File: src/rtl/display_render_ctrl.sv
// Raster renderer: walks an H_RES x V_RES frame and emits one registered
// (x, y, colour, plot) tuple per enabled scan cycle. Game inputs are captured
// once per frame in LOAD so a frame never mixes old and new object state.

// Square window hit test for one object: |px-ox|<=R and |py-oy|<=R, using
// one-bit-wider signed differences so objects near 0 or max never wrap.
module render_win_hit #(
    parameter int XW = 8,
    parameter int YW = 7,
    parameter int R  = 1
) (
    input  logic [XW-1:0] px,
    input  logic [YW-1:0] py,
    input  logic [XW-1:0] ox,
    input  logic [YW-1:0] oy,
    output logic          hit
);
    localparam logic signed [XW:0] RX = R[XW:0];
    localparam logic signed [YW:0] RY = R[YW:0];

    logic signed [XW:0] dx;
    logic signed [YW:0] dy;

    assign dx  = $signed({1'b0, px}) - $signed({1'b0, ox});
    assign dy  = $signed({1'b0, py}) - $signed({1'b0, oy});
    assign hit = (dx >= -RX) && (dx <= RX) && (dy >= -RY) && (dy <= RY);
endmodule

module display_render_ctrl #(
    parameter int H_RES  = 160,
    parameter int V_RES  = 120,
    parameter int XW     = 8,
    parameter int YW     = 7,
    parameter int N_BALL = 8,
    parameter int N_MON  = 4,
    parameter int BALL_R = 1,
    parameter int MON_R  = 3,
    parameter int GUN_R  = 5,
    parameter int BORDER = 10,
    parameter int GUN_X  = 80,
    parameter int GUN_Y  = 60
) (
    input  logic                   clock,
    input  logic                   reset,
    input  logic                   enable,
    input  logic [3:0]             disp_state,
    input  logic [1:0]             gun_dir,
    input  logic [N_MON-1:0]       size_monster,
    input  logic [N_MON*XW-1:0]    monster_pos_x_vector,
    input  logic [N_MON*YW-1:0]    monster_pos_y_vector,
    input  logic [N_BALL*XW-1:0]   ball_x_vector,
    input  logic [N_BALL*YW-1:0]   ball_y_vector,
    input  logic [N_BALL-1:0]      ball_valid,
    output logic [2:0]             colour,
    output logic [XW-1:0]          x,
    output logic [YW-1:0]          y,
    output logic                   plot,
    output logic                   frame_start,
    output logic                   frame_done
);
    localparam int XL_I = H_RES - 1;
    localparam int YL_I = V_RES - 1;
    localparam int XH_I = H_RES - 1 - BORDER;
    localparam int YH_I = V_RES - 1 - BORDER;
    localparam int BRL_I = 2;
    localparam logic [XW-1:0] X_LAST = XL_I[XW-1:0];
    localparam logic [YW-1:0] Y_LAST = YL_I[YW-1:0];
    localparam logic [XW-1:0] X_LO   = BORDER[XW-1:0];
    localparam logic [YW-1:0] Y_LO   = BORDER[YW-1:0];
    localparam logic [XW-1:0] X_HI   = XH_I[XW-1:0];
    localparam logic [YW-1:0] Y_HI   = YH_I[YW-1:0];
    localparam logic [XW-1:0] GX     = GUN_X[XW-1:0];
    localparam logic [YW-1:0] GY     = GUN_Y[YW-1:0];
    localparam logic signed [XW:0] GRX   = GUN_R[XW:0];
    localparam logic signed [YW:0] GRY   = GUN_R[YW:0];
    localparam logic signed [XW:0] BRL_X = BRL_I[XW:0];
    localparam logic signed [YW:0] BRL_Y = BRL_I[YW:0];

    typedef enum logic [1:0] {IDLE, LOAD, SCAN} state_t;
    state_t state_q, state_d;

    logic           load, scan_adv, last_px;
    logic [XW-1:0]  cx;
    logic [YW-1:0]  cy;

    // Per-frame snapshot; packed slot 0 sits in the MSBs like the input vectors
    logic [3:0]                  mode_s;
    logic [1:0]                  dir_s;
    logic [N_MON-1:0]            msize_s;
    logic [N_MON-1:0][XW-1:0]    mx_s;
    logic [N_MON-1:0][YW-1:0]    my_s;
    logic [N_BALL-1:0][XW-1:0]   bx_s;
    logic [N_BALL-1:0][YW-1:0]   by_s;
    logic [N_BALL-1:0]           bv_s;

    logic [N_BALL-1:0] ball_hit;
    logic [N_MON-1:0]  mon_hit;
    logic signed [XW:0] gdx;
    logic signed [YW:0] gdy;
    logic in_play, in_gun, gun_body, gun_barrel;
    logic [2:0] mon_col, game_col, pix_col;

    assign last_px = (cx == X_LAST) && (cy == Y_LAST);

    // State register
    always_ff @(posedge clock) begin
        if (reset) state_q <= IDLE;
        else       state_q <= state_d;
    end

    // Next state: LOAD is a single capture cycle between frames
    always_comb begin
        state_d  = state_q;
        load     = 1'b0;
        scan_adv = 1'b0;
        case (state_q)
            IDLE: if (enable) state_d = LOAD;
            LOAD: begin
                load    = 1'b1;
                state_d = SCAN;
            end
            SCAN: if (enable) begin
                scan_adv = 1'b1;
                if (last_px) state_d = LOAD;
            end
            default: state_d = IDLE;
        endcase
    end

    // Capture every game input once per frame
    always_ff @(posedge clock) begin
        if (reset) begin
            mode_s <= '0; dir_s <= '0; msize_s <= '0;
            mx_s <= '0; my_s <= '0; bx_s <= '0; by_s <= '0; bv_s <= '0;
        end else if (load) begin
            mode_s  <= disp_state;
            dir_s   <= gun_dir;
            msize_s <= size_monster;
            mx_s    <= monster_pos_x_vector;
            my_s    <= monster_pos_y_vector;
            bx_s    <= ball_x_vector;
            by_s    <= ball_y_vector;
            bv_s    <= ball_valid;
        end
    end

    // Raster counter; holds whenever enable is low
    always_ff @(posedge clock) begin
        if (reset || load) begin
            cx <= '0;
            cy <= '0;
        end else if (scan_adv) begin
            if (cx == X_LAST) begin
                cx <= '0;
                cy <= last_px ? '0 : cy + 1'b1;
            end else begin
                cx <= cx + 1'b1;
            end
        end
    end

    genvar gi;
    generate
        for (gi = 0; gi < N_BALL; gi++) begin : g_ball
            render_win_hit #(.XW(XW), .YW(YW), .R(BALL_R)) u_hit (
                .px(cx), .py(cy),
                .ox(bx_s[N_BALL-1-gi]), .oy(by_s[N_BALL-1-gi]),
                .hit(ball_hit[gi])
            );
        end
        for (gi = 0; gi < N_MON; gi++) begin : g_mon
            render_win_hit #(.XW(XW), .YW(YW), .R(MON_R)) u_hit (
                .px(cx), .py(cy),
                .ox(mx_s[N_MON-1-gi]), .oy(my_s[N_MON-1-gi]),
                .hit(mon_hit[gi])
            );
        end
    endgenerate

    assign gdx = $signed({1'b0, cx}) - $signed({1'b0, GX});
    assign gdy = $signed({1'b0, cy}) - $signed({1'b0, GY});

    // Pixel colour: border, gun, balls, monsters in priority order, then mode select.
    // The gun body fills the half of its window facing gun_dir, and the barrel
    // strip runs through the centre along the gun_dir axis.
    always_comb begin
        in_play = (cx >= X_LO) && (cx <= X_HI) && (cy >= Y_LO) && (cy <= Y_HI);
        in_gun  = (gdx >= -GRX) && (gdx <= GRX) && (gdy >= -GRY) && (gdy <= GRY);
        case (dir_s)
            2'd0:    gun_body = gdx[XW] || (gdx == '0);
            2'd1:    gun_body = !gdy[YW];
            2'd2:    gun_body = !gdx[XW];
            default: gun_body = gdy[YW] || (gdy == '0);
        endcase
        gun_barrel = dir_s[0] ? ((gdx >= -BRL_X) && (gdx <= BRL_X))
                              : ((gdy >= -BRL_Y) && (gdy <= BRL_Y));
        mon_col = 3'b000;
        for (int j = N_MON-1; j >= 0; j--)
            if (mon_hit[j]) mon_col = msize_s[j] ? 3'b100 : 3'b001;
        if (!in_play)                  game_col = 3'b000;
        else if (in_gun)               game_col = (gun_body || gun_barrel) ? 3'b100 : 3'b000;
        else if (|(ball_hit & bv_s))   game_col = 3'b010;
        else                           game_col = mon_col;
        case (mode_s)
            4'b0010: pix_col = game_col;
            4'b0100: pix_col = 3'b010;
            4'b1000: pix_col = 3'b100;
            default: pix_col = 3'b000;
        endcase
    end

    // Output stage: one register, all outputs leave together
    always_ff @(posedge clock) begin
        if (reset) begin
            colour <= '0; x <= '0; y <= '0;
            plot <= 1'b0; frame_start <= 1'b0; frame_done <= 1'b0;
        end else begin
            plot        <= 1'b0;
            frame_start <= 1'b0;
            frame_done  <= 1'b0;
            if (scan_adv) begin
                x           <= cx;
                y           <= cy;
                colour      <= pix_col;
                plot        <= 1'b1;
                frame_start <= (cx == '0) && (cy == '0);
                frame_done  <= last_px;
            end
        end
    end
endmodule

File: config.mk
export PLATFORM = sky130hd
export DESIGN_NAME = display_render_ctrl
export DESIGN_NICKNAME = d
export VERILOG_FILES = /design/src/rtl/display_render_ctrl.sv
export SDC_FILE = /design/constraint.sdc
export NUM_CORES = 1
export LEC_CHECK = 0
export BUFFER_PORTS_ARGS = -buffer_cell sky130_fd_sc_hd__buf_4
export CAP_MARGIN = 0
export CELL_PAD_IN_SITES_DETAIL_PLACEMENT = 0
export CELL_PAD_IN_SITES_GLOBAL_PLACEMENT = 1
export CORE_MARGIN = 2
export CORE_UTILIZATION = 47
export DETAILED_ROUTE_END_ITERATION = 8
export GPL_TIMING_DRIVEN = 0
export PLACE_DENSITY = 0.95
export SYNTH_ARGS = -nofsm -noshare
export SYNTH_HDL_FRONTEND = slang
export SYNTH_SLANG_ARGS = --single-unit
File: constraint.sdc
create_clock -name clock -period 9.5 [get_ports clock]
set_input_delay 0.95 -clock clock [delete_from_list [all_inputs] [get_ports clock]]
set_output_delay 0.95 -clock clock [all_outputs]
set_load 0.005 [all_outputs]
Yosys cells after proc, flatten, opt, wreduce, memory -nomap -nowiden. Cells that the tools add are included.

$lt $le $gt $ge: 60. Reductions and logical operators: 62. Add/subtract/negate cells: 28. Equal/unequal tests: 12. Bitwise gates (word level): 2. Multiplexer cells: 25.

Operators by type and width (count): 8-bit by 8-bit subtractor with 9-bit output (12); 7-bit by 7-bit subtractor with 8-bit output (12); 9-bit by 1-bit >= comparator with 1-bit output (second input constant) (8); 9-bit by 2-bit <= comparator with 1-bit output (second input constant) (8); 8-bit by 1-bit >= comparator with 1-bit output (second input constant) (8); 8-bit by 2-bit <= comparator with 1-bit output (second input constant) (8); 1-bit logical AND (46); 9-bit by 3-bit <= comparator with 1-bit output (second input constant) (5); 8-bit by 3-bit <= comparator with 1-bit output (second input constant) (5); 9-bit by 3-bit >= comparator with 1-bit output (second input constant) (4); 3-bit two-way mux (12); 8-bit by 3-bit >= comparator with 1-bit output (second input constant) (4); 8-bit by 4-bit >= comparator with 1-bit output (second input constant) (2); 8-bit logical NOT (2); 9-bit by 2-bit >= comparator with 1-bit output (second input constant) (1); 9-bit by 4-bit >= comparator with 1-bit output (second input constant) (1); 9-bit by 4-bit <= comparator with 1-bit output (second input constant) (1); 9-bit logical NOT (1); 3-bit one-hot mux with 3 select lines (1); 8-bit by 7-bit subtractor with 9-bit output (second input constant) (1); 8-bit by 1-bit adder with 8-bit output (second input constant) (1); 8-bit AND (1); 8-bit equality test (second input constant) (1); 8-bit by 2-bit >= comparator with 1-bit output (second input constant) (1); 28 further kinds (43).

Output and inout port bits: 21. Register bits: 236. Word-level logic and storage cells: 226. Bits of input ports: 201.

Depth between registers and ports, before layout. Gate-level depths: netlist of run 1.

Word-level depth: 13. Depth in mapped cells: 22. Depth with buffers taken out: 22.

Cells and area by module. From an unflattened synthesis of run 1, not the netlist that was laid out.

Cells, all modules: 2518. Area, all modules: 18987.0 um^2.

Modules (own cells, without submodules): display_render_ctrl (sequential area each 4724.5 um^2, cells an instance 1184, area each 9230.1 um^2, instances 1); render_win_hit (g_ball[2].u_hit ...) (sequential area each 0.0 um^2, cells an instance 109, area each 814.5 um^2, instances 6); render_win_hit (g_mon[1].u_hit ...) (sequential area each 0.0 um^2, cells an instance 121, area each 848.3 um^2, instances 3); render_win_hit (g_ball[0].u_hit ...) (sequential area each 0.0 um^2, cells an instance 99, area each 743.2 um^2, instances 2); render_win_hit (g_mon[0].u_hit) (sequential area each 0.0 um^2, cells an instance 119, area each 838.3 um^2, instances 1).

Worst setup path before layout of run 1. OpenSTA, ideal clock, no wires.

Kind: register -> register. Start point: register cx[1]. End point: register colour[1]. Path buffers: 0. Stages on the path, launching flop included: 18. Required time: 9.426 ns. Library setup time: 0.074 ns. Setup slack: 4.943 ns. Clock period less this slack: 4.557 ns. Arrival: 4.483 ns. Cell sequence: dfxtp_1 -> ha_1 -> nor2b_1 -> o221ai_1 -> a21boi_0 -> or2_2 -> xnor2_1 -> nor4_1 -> ha_1 -> inv_1 -> o21ai_0 -> or4_1 -> or4_1 -> mux2i_1 -> a221o_1 -> a2111oi_4 -> nand2b_1 -> a31oi_1.

Word-level cells in the longest chain between the ends: 13. Elaborated cells on any way between the ends: 93. Classes of those cells: add/sub (13); order compare (28); mux (8); bitwise (1); reduce/logical (43).

Ends and longest elaborated chain: from (decl) (line 83) `logic [XW-1:0] cx;`; from (signal assigned) (line 157) `cx <= cx + 1'b1;`; 8-bit by 8-bit subtractor with 9-bit output (line 24) `assign dx = $signed({1'b0, px}) - $signed({1'b0, ox});`; 9-bit by 3-bit >= comparator with 1-bit output / 9-bit by 3-bit <= comparator with 1-bit output (equally long branches) (line 26) `assign hit = (dx >= -RX) && (dx <= RX) && (dy >= -RY) && (dy <= RY);`; 1-bit logical AND (3 in series) (line 26); 3-bit two-way mux (4 in series) (line 199) `if (mon_hit[j]) mon_col = msize_s[j] ? 3'b100 : 3'b001;`; 3-bit two-way mux (line 202) `else if (|(ball_hit & bv_s)) game_col = 3'b010;`; 3-bit two-way mux (line 201) `else if (in_gun) game_col = (gun_body || gun_barrel) ? 3'b100 : 3'b000;`; 3-bit two-way mux (*) (line 200) `if (!in_play) game_col = 3'b000;`; 3-bit one-hot mux with 3 select lines (*) (line 204) `case (mode_s)`; to (signal assigned) (line 224) `colour <= pix_col;`; to (decl) (line 54) `output logic [2:0] colour,`.

Mark *: on every way between the ends. The rest lies on a longest branch, timed or not. A chain may end at the register's enable or synchronous reset.

Worst setup path in the final report of run 1.
Start point: register cx[0]. End point: register colour[2].

Same word-level chain as after synthesis.

==> results of run 1 <==
## where the power goes
group | total, mW | switching (mW) | internal [mW]
sequential | 1.06 | 0.0244 | 1.03
combinational | 0.658 | 0.366 | 0.292
clock | 1.12 | 0.448 | 0.677
## cell usage after synthesis, types with 24 or more instances
| cell type | n |
|---|---|
| nand2b_1 | 26 |
| nand2_1 | 488 |
| dfxtp_1 | 236 |
| nor2b_1 | 34 |
| nand3_1 | 36 |
| ha_1 | 211 |
| xor2_1 | 51 |
| a21oi_1 | 299 |
| o21ai_0 | 68 |
| nor4_1 | 26 |
| a21o_1 | 30 |
| nor2_1 | 107 |
| clkbuf_1 | 85 |
| a211oi_1 | 24 |
| fa_1 | 24 |
| xnor2_1 | 58 |
| nor3_1 | 46 |
| inv_1 | 231 |
| o21a_1 | 32 |
## registers in the layout, summed over array words and instances, names as in the netlist
name         flops
x                8
by_s            56
plot             1
y                7
frame_start      1
msize_s          4
state_q          2
colour           3
my_s            28
mx_s            32
bx_s            64
mode_s           4
cx               8
dir_s            2
bv_s             8
frame_done       1
cy               7
## worst register-to-register path, stage by stage (launching register included)
cell and delay (ps):
dfxtp_1 400, inv_1 730, ha_1 300, inv_1 50, fa_1 420, a211oi_1 300, o21bai_1 120, a21oi_1 230
xnor2_1 120, nor4_1 320, ha_1 170, inv_1 30, o21ai_0 630, or4_1 210, or4_1 100, mux2i_1 120
a221o_1 360, a2111oi_4 490, nand4b_1 190, a221oi_2 260
## cell type report
type / count / area share (%)
well taps: 511 / 2.986
plain buffers: 91 / 1.619
clock inverters: 13 / 0.6955
repair buffers: 222 / 7.901
multi-input cells: 1868 / 56.87
flip-flops and latches: 236 / 22.08
clock buffers: 39 / 3.799
inverters: 231 / 4.050
## layer usage
layer | track usage, % | vias up | share of wire [%]
met5 | 0 | - | 0
met4 | 8.889 | 0 | 3.3
met2 | 46.30 | 538 | 47
li1 | - | 8919 | -
met3 | 3.173 | 102 | 5.6
met1 | 35.15 | 8326 | 44
## cells by family (layout without fill, tap and decap cells)
family	Yosys count	count (layout)	synth area share, %
AND/OR/NAND/NOR	891	891	22.68
AO/OA/AOI/OAI	623	623	21.48
buffers and inverters	322	596	6.700
flip-flops	236	236	26.08
adder cells (fa/ha/maj)	235	235	17.23
XOR/XNOR	109	109	5.270
multiplexers	10	10	0.5595
## placed cells by master (no fill, tap or decap), types with 30 or more instances in the layout
| master | instances |
|---|---|
| buf_4 | 220 |
| inv_1 | 231 |
| nor2b_1 | 34 |
| a21oi_1 | 299 |
| a21o_1 | 30 |
| o21a_1 | 32 |
| xnor2_1 | 58 |
| nand3_1 | 36 |
| nor2_1 | 107 |
| dfxtp_1 | 234 |
| ha_1 | 211 |
| xor2_1 | 51 |
| nor3_1 | 46 |
| nand2_1 | 488 |
| clkbuf_1 | 90 |
| o21ai_0 | 68 |
## worst max-delay path by stage
| stage | start | end | slack (ps) | cells past startpoint |
|---|---|---|---|---|
| floorplan | cx[1]$_SDFFE_PP0P_ | colour[1]$_SDFFE_PP0P_ | 4940 | 17 |
| global placement | cx[1]$_SDFFE_PP0P_ | colour[0]$_SDFFE_PP0P_ | 3690 | 17 |
| detailed placement | cx[0]$_SDFFE_PP0P_ | colour[2]$_SDFFE_PP0P_ | 3910 | 21 |
| global route | cx[0]$_SDFFE_PP0P_ | colour[1]$_SDFFE_PP0P_ | 3540 | 20 |
| CTS | cx[0]$_SDFFE_PP0P_ | colour[2]$_SDFFE_PP0P_ | 3880 | 21 |
| finish | cx[0]$_SDFFE_PP0P_ | colour[2]$_SDFFE_PP0P_ | 3870 | 19 |
## per-stage QoR
step | total power, mW | worst slack, ps | area (sq um)
5_1_grt | 2.979 | 3536 | 21410
6_report | 2.839 | 3865 | 21410
3_5_place_dp | 1.725 | 3908 | 20450
2_1_floorplan | 1.526 | 4943 | 18110
3_3_place_gp | 1.703 | 3688 | 20400
4_1_cts | 2.854 | 3885 | 21410
==> out/qor.txt, run 1 <==
Total Neg Setup Slack -> 0 ps
Class of the tightest hold or removal check -> reg -> reg
Worst R2R End -> colour[2]$_SDFFE_PP0P_
Number of routed nets with antenna violations -> 0
Worst Min Path Start -> mx_s[21]$_SDFFE_PP0P_
Dominant cells by area after synthesis -> dfxtp_1, ha_1, nand2_1
Worst slew margin relative to its limit -> 17.11%
Final #Nets -> 3114
Startpoint of the most critical register-to-register path -> cx[0]$_SDFFE_PP0P_
Worst hold slack across all endpoints -> 453.6 ps
Chip Width -> 200.3 um
Top Ports -> 222
Worst setup EP type -> register
Post-Place Cells -> 3159
Syn Area/Cell -> 7.466 sq um
Required time at the worst-slack endpoint -> 9980 ps
Number of rows created at floorplan -> 71
Die Area -> 0.04013 sq mm
Cell with the largest stage delay on the worst path -> inv_1
Cell area after synthesis -> 0.01811 sq mm
Number of buffers created by CTS -> 28
Register-to-register setup slack -> 3870 ps
Achievable Freq -> 0.1775 GHz
Maximum ir drop on the vdd rail -> 0.1105 mV
Number of hold-repair buffers added at the cts stage -> 0
Placer's final routability congestion estimate -> 0.9237
Number of clock sinks seen by CTS -> 236
Vias in the first global route -> 17.47k
Leakage power of the design -> 8.490 nW
Pin slew with the least headroom to its limit -> 1242 ps
Number of max-cap violations -> 0
Power Dens Cells -> 132.6 mW/mm^2
Number of H-tree levels -> 1
# DRC -> 0
Finished Layout Cells -> 3211
Critical path startpoint category -> register
Worst-skew pair later-pin latency -> 570 ps
Setup repair after global routing missed its margin -> false
Initial antenna violation count -> 0
Worst path most repeated cell -> inv_1
Worst-case reg-to-reg path depth -> 19
Total half-perimeter wirelength after legalization and detailed placement -> 42330 um
Average wire per cell in the routed design -> 17.23 um
Final worst path period share -> 59.31%
Combined flip-flop and latch cell area -> 0.004727 sq mm
Startpoint-to-endpoint class of the critical path -> reg -> reg
Cell class contributing the biggest share of worst-path delay -> compound AO/OA/AOI/OAI gates
Arrival time worst endpoint -> 6110 ps
Number of max-slew violations in the final report -> 0
Crit path max fanout -> 16
CP cell instances -> inv_1 > ha_1 > inv_1 > fa_1 > a211oi_1 > o21bai_1 > a21oi_1 > xnor2_1 > nor4_1 > ha_1 > inv_1 > o21ai_0 > or4_1 > or4_1 > mux2i_1 > a221o_1 > a2111oi_4 > nand4b_1 > a221oi_2
End-of-flow core utilization -> 56.57%
Cells after synthesis -> 2426
Post-synth EDFFs -> 0
Share of Yosys cell area claimed by the top area cell type -> 26.08%
Vias per cell -> 5.570
Multi-input gate area -> 0.01218 sq mm
Capture endpoint of the worst hold path -> mx_s[21]$_SDFFE_PP0P_
Number of hold violations in the final report -> 0
Ant. Diodes -> 0
Total routing usage reported by global routing -> 26.96%
DR vias -> 17.89k
First-pass GRT wire length -> 88340 um
Clock-pin transition on the worst setup and hold timing paths -> 60 ps
Placeable core area -> 0.03784 sq mm
Total setup violations reported at the end of the flow -> 0
Run status -> complete, no violations
Fill cell total of the finished layout -> 3696
CTS tree -> done
CTS root buf -> clkbuf_16
Combined buffer and inverter count along the critical path -> 3
Post-CTS setup buffer count -> 0
Part of the Yosys area used for sequential elements -> 26.08%
Clock Tree Buf Depth -> 3
Effective utilization at floorplan -> 47.86%
Leading register cell type out of synthesis -> dfxtp_1
Share of final-layout standard cells stronger than drive strength 1 -> 11.37%
Drt first pass iters -> 6
Post-Synthesis Net Count -> 2862
Count of buffers inserted at the top-level ports -> 220
Cells resized by post-CTS repair -> 0
Proportion of synthesized flip-flops having asynchronous set or reset -> 0%
Time the final worst path needs with I/O delays and setup -> 5635 ps
Initial detailed-routing violation count -> 1092
Die height -> 200.3 um
Crit path largest cell delay -> 730 ps
Pin count of the biggest net entering global routing -> 26
Number of synthesized register bits -> 236
Cell depth of the worst hold path -> 2
Setup Skew -> 9.720 ps
Yosys top cell by area -> dfxtp_1
Number of distinct library cells after synthesis -> 77
Warning count from the yosys run -> 0
Area added between synthesis and finish -> 18.19%
Total Wirelength -> 55330 um
Global route total overflow -> 0
No activity file was read; power rests on OpenSTA's default activity.
==> run 2: changes to the inputs <==
- CORE_UTILIZATION: 47 -> 44
- PLACE_DENSITY: 0.95 -> 0.9
- clock period: 9.5 -> 5.65 ns (I/O delays scaled with it)
==> out/qor.txt, run 2 (same netlist as run 1, synthesis figures left out) <==
Run status -> complete, no violations (unchanged)
Initial detailed-routing violation count -> 1052 (was 1092)
Fill cell total of the finished layout -> 4038 (was 3696)
Maximum ir drop on the vdd rail -> 0.2101 mV (was 0.1105 mV)
Total setup violations reported at the end of the flow -> 0 (unchanged)
End-of-flow core utilization -> 52.92% (was 56.57%)
Cell depth of the worst hold path -> 3 (was 2)
Finished Layout Cells -> 3236 (was 3211)
Required time at the worst-slack endpoint -> 6130 ps (was 9980 ps)
Drt first pass iters -> 5 (was 6)
Number of flip-flops in the largest register -> 64 (unchanged)
DR vias -> 17.74k (was 17.89k)
Leading cell type in the layout, fill and taps excluded -> nand2_1 (unchanged)
Register-to-register setup slack -> 250 ps (was 3870 ps)
Time the final worst path needs with I/O delays and setup -> 5402 ps (was 5635 ps)
Worst-skew pair later-pin latency -> 600 ps (was 570 ps)
Share of final-layout standard cells stronger than drive strength 1 -> 11.69% (was 11.37%)
Placeable core area -> 0.04074 sq mm (was 0.03784 sq mm)
Startpoint-to-endpoint class of the critical path -> reg -> reg (unchanged)
Total half-perimeter wirelength after legalization and detailed placement -> 42350 um (was 42330 um)
Number of max-slew violations in the final report -> 0 (unchanged)
Worst Min Path Start -> ball_y_vector[26] (was mx_s[21]$_SDFFE_PP0P_)
Number of routed nets with antenna violations -> 0 (unchanged)
Die Area -> 0.04281 sq mm (was 0.04013 sq mm)
Crit path largest cell delay -> 1200 ps (was 730 ps)
Ant. Diodes -> 0 (unchanged)
Placer's final routability congestion estimate -> 0.8997 (was 0.9237)
Initial antenna violation count -> 0 (unchanged)
Capture endpoint of the worst hold path -> by_s[26]$_SDFFE_PP0P_ (was mx_s[21]$_SDFFE_PP0P_)
Pin slew with the least headroom to its limit -> 1318 ps (was 1242 ps)
Critical path startpoint category -> register (unchanged)
Leakage power of the design -> 8.552 nW (was 8.490 nW)
Final #Nets -> 3118 (was 3114)
Count of buffers inserted at the top-level ports -> 220 (unchanged)
Effective utilization at floorplan -> 44.46% (was 47.86%)
Setup Skew -> 32.44 ps (was 9.720 ps)
Worst slew margin relative to its limit -> 12.01% (was 17.11%)
Cell with the largest stage delay on the worst path -> dfxtp_1 (was inv_1)
Top Ports -> 222 (unchanged)
Arrival time worst endpoint -> 5880 ps (was 6110 ps)
CTS tree -> done (unchanged)
Vias per cell -> 5.481 (was 5.570)
Total Wirelength -> 55210 um (was 55330 um)
Clock-pin transition on the worst setup and hold timing paths -> 70 ps (was 60 ps)
CP cell instances -> ha_1 > o221ai_1 > a21boi_0 > or2_2 > xnor2_1 > nor4_1 > ha_1 > inv_1 > o21ai_0 > or4_1 > or4_1 > mux2i_1 > a221o_1 > a2111oi_4 > nand4b_1 > a221oi_2 (was inv_1 > ha_1 > inv_1 > fa_1 > a211oi_1 > o21bai_1 > a21oi_1 > xnor2_1 > nor4_1 > ha_1 > inv_1 > o21ai_0 > or4_1 > or4_1 > mux2i_1 > a221o_1 > a2111oi_4 > nand4b_1 > a221oi_2)
Power Dens Cells -> 229.7 mW/mm^2 (was 132.6 mW/mm^2)
CTS root buf -> clkbuf_16 (unchanged)
# DRC -> 0 (unchanged)
Area added between synthesis and finish -> 19.03% (was 18.19%)
Crit path max fanout -> 20 (was 16)
Number of hold violations in the final report -> 0 (unchanged)
Most used cells in the layout excluding fill and tap cells -> nand2_1, a21oi_1, dfxtp_1, inv_1, buf_4 (unchanged)
Startpoint of the most critical register-to-register path -> cx[3]$_SDFFE_PP0P_ (was cx[0]$_SDFFE_PP0P_)
Number of max-cap violations -> 0 (unchanged)
Post-Place Cells -> 3180 (was 3159)
First-pass GRT wire length -> 86140 um (was 88340 um)
Achievable Freq -> 0.1851 GHz (was 0.1775 GHz)
Worst-case reg-to-reg path depth -> 16 (was 19)
Setup repair after global routing missed its margin -> false (unchanged)
Number of H-tree levels -> 1 (unchanged)
Die height -> 206.9 um (was 200.3 um)
Final worst path period share -> 95.62% (was 59.31%)
Pin count of the biggest net entering global routing -> 26 (unchanged)
Worst R2R End -> colour[2]$_SDFFE_PP0P_ (unchanged)
Register with the most flip-flops -> bx_s (unchanged)
Worst setup EP type -> register (unchanged)
Clock Tree Buf Depth -> 3 (unchanged)
Chip Width -> 206.9 um (was 200.3 um)
Average wire per cell in the routed design -> 17.06 um (was 17.23 um)
Vias in the first global route -> 16.95k (was 17.47k)
Number of rows created at floorplan -> 74 (was 71)
Global route total overflow -> 0 (unchanged)
Class of the tightest hold or removal check -> in -> reg (was reg -> reg)
Largest registers -> bx_s (64), by_s (56), mx_s (32) (unchanged)
Total routing usage reported by global routing -> 25.40% (was 26.96%)
Number of clock sinks seen by CTS -> 236 (unchanged)
Number of buffers created by CTS -> 28 (unchanged)
Tot Pwr -> 4.952 mW (was 2.839 mW)
## run 2: cell types whose count changed in the layout (fill, tap and decap cells not counted)
cell / delta
buf_4: +4
bufinv_16: +4
clkbuf_1: -4
inv_6: +3
clkbuf_8: -2
clkbuf_16: -1
clkinv_2: -1
clkinv_4: +1
clkinv_8: +1
inv_1: -1
## run 2: worst max-delay path, delay by kind of cell (launching register included)
family	cells	cell delay, ps
compound gates	6	2040
flops	1	1200
buf+inv	1	30
fa+ha+maj	2	620
mux	1	110
simple gates	5	1110
xor+xnor	1	150
## run 2: report_power, final
part	total (mW)	switching [mW]	leakage, nW	internal [mW]
clock	2.07	0.798	0.519	1.27
combinational	1.11	0.614	6.11	0.493
sequential	1.77	0.0402	1.92	1.73
total	4.95	1.45	8.55	3.50
## run 2: what timing repair did
action	4_1_cts	5_1_grt
gates resized for setup	1	0
setup buffers	0	4
setup endpoints to repair	1	3
hold buffers	0	0
## run 2: routing by layer
metal / GRT usage, % / routed length, um / vias to the layer above / share of wire [%]
li1: - / - / 8931 / -
met1: 32.78 / 24460 / 8291 / 44
met2: 43.73 / 25870 / 413 / 47
met3: 3.218 / 3057 / 103 / 5.5
met4: 8.561 / 1829 / 0 / 3.3
met5: 0 / 0 / - / 0
## run 2: layout make-up
class,instances,area (sq um),area share (%)
plain buffers,91,346.6,1.607
clock buffers,32,745.7,3.459
clock inverters,20,307.8,1.428
inverters,231,870.8,4.039
multi-input cells,1868,12180,56.47
flip-flops and latches,236,4727,21.92
well taps,532,665.6,3.087
repair buffers,226,1722,7.985
## run 2: worst max path at each step
stage	start	endpoint	slack, ps	cells past startpoint
6_report	cx[3]$_SDFFE_PP0P_	colour[2]$_SDFFE_PP0P_	250	16
5_1_grt	cx[3]$_SDFFE_PP0P_	colour[0]$_SDFFE_PP0P_	50	16
4_1_cts	cx[0]$_SDFFE_PP0P_	colour[2]$_SDFFE_PP0P_	130	21
3_5_place_dp	cx[0]$_SDFFE_PP0P_	colour[2]$_SDFFE_PP0P_	-70	21
3_3_place_gp	cx[1]$_SDFFE_PP0P_	colour[2]$_SDFFE_PP0P_	-200	18
2_1_floorplan	cx[1]$_SDFFE_PP0P_	colour[1]$_SDFFE_PP0P_	1090	17
## run 2: metrics by stage
stage / setup WS (ps) / cell area [sq um] / hold WS, ps / setup TNS (ps)
2_1_floorplan: 1093 / 18110 / 432.9 / 0
3_3_place_gp: -197.1 / 20430 / 441.9 / -546.2
3_5_place_dp: -67.52 / 20470 / 446.0 / -67.52
4_1_cts: 129.7 / 21530 / 196.2 / 0
5_1_grt: 51.62 / 21560 / 207.0 / 0
6_report: 247.6 / 21560 / 217.8 / 0
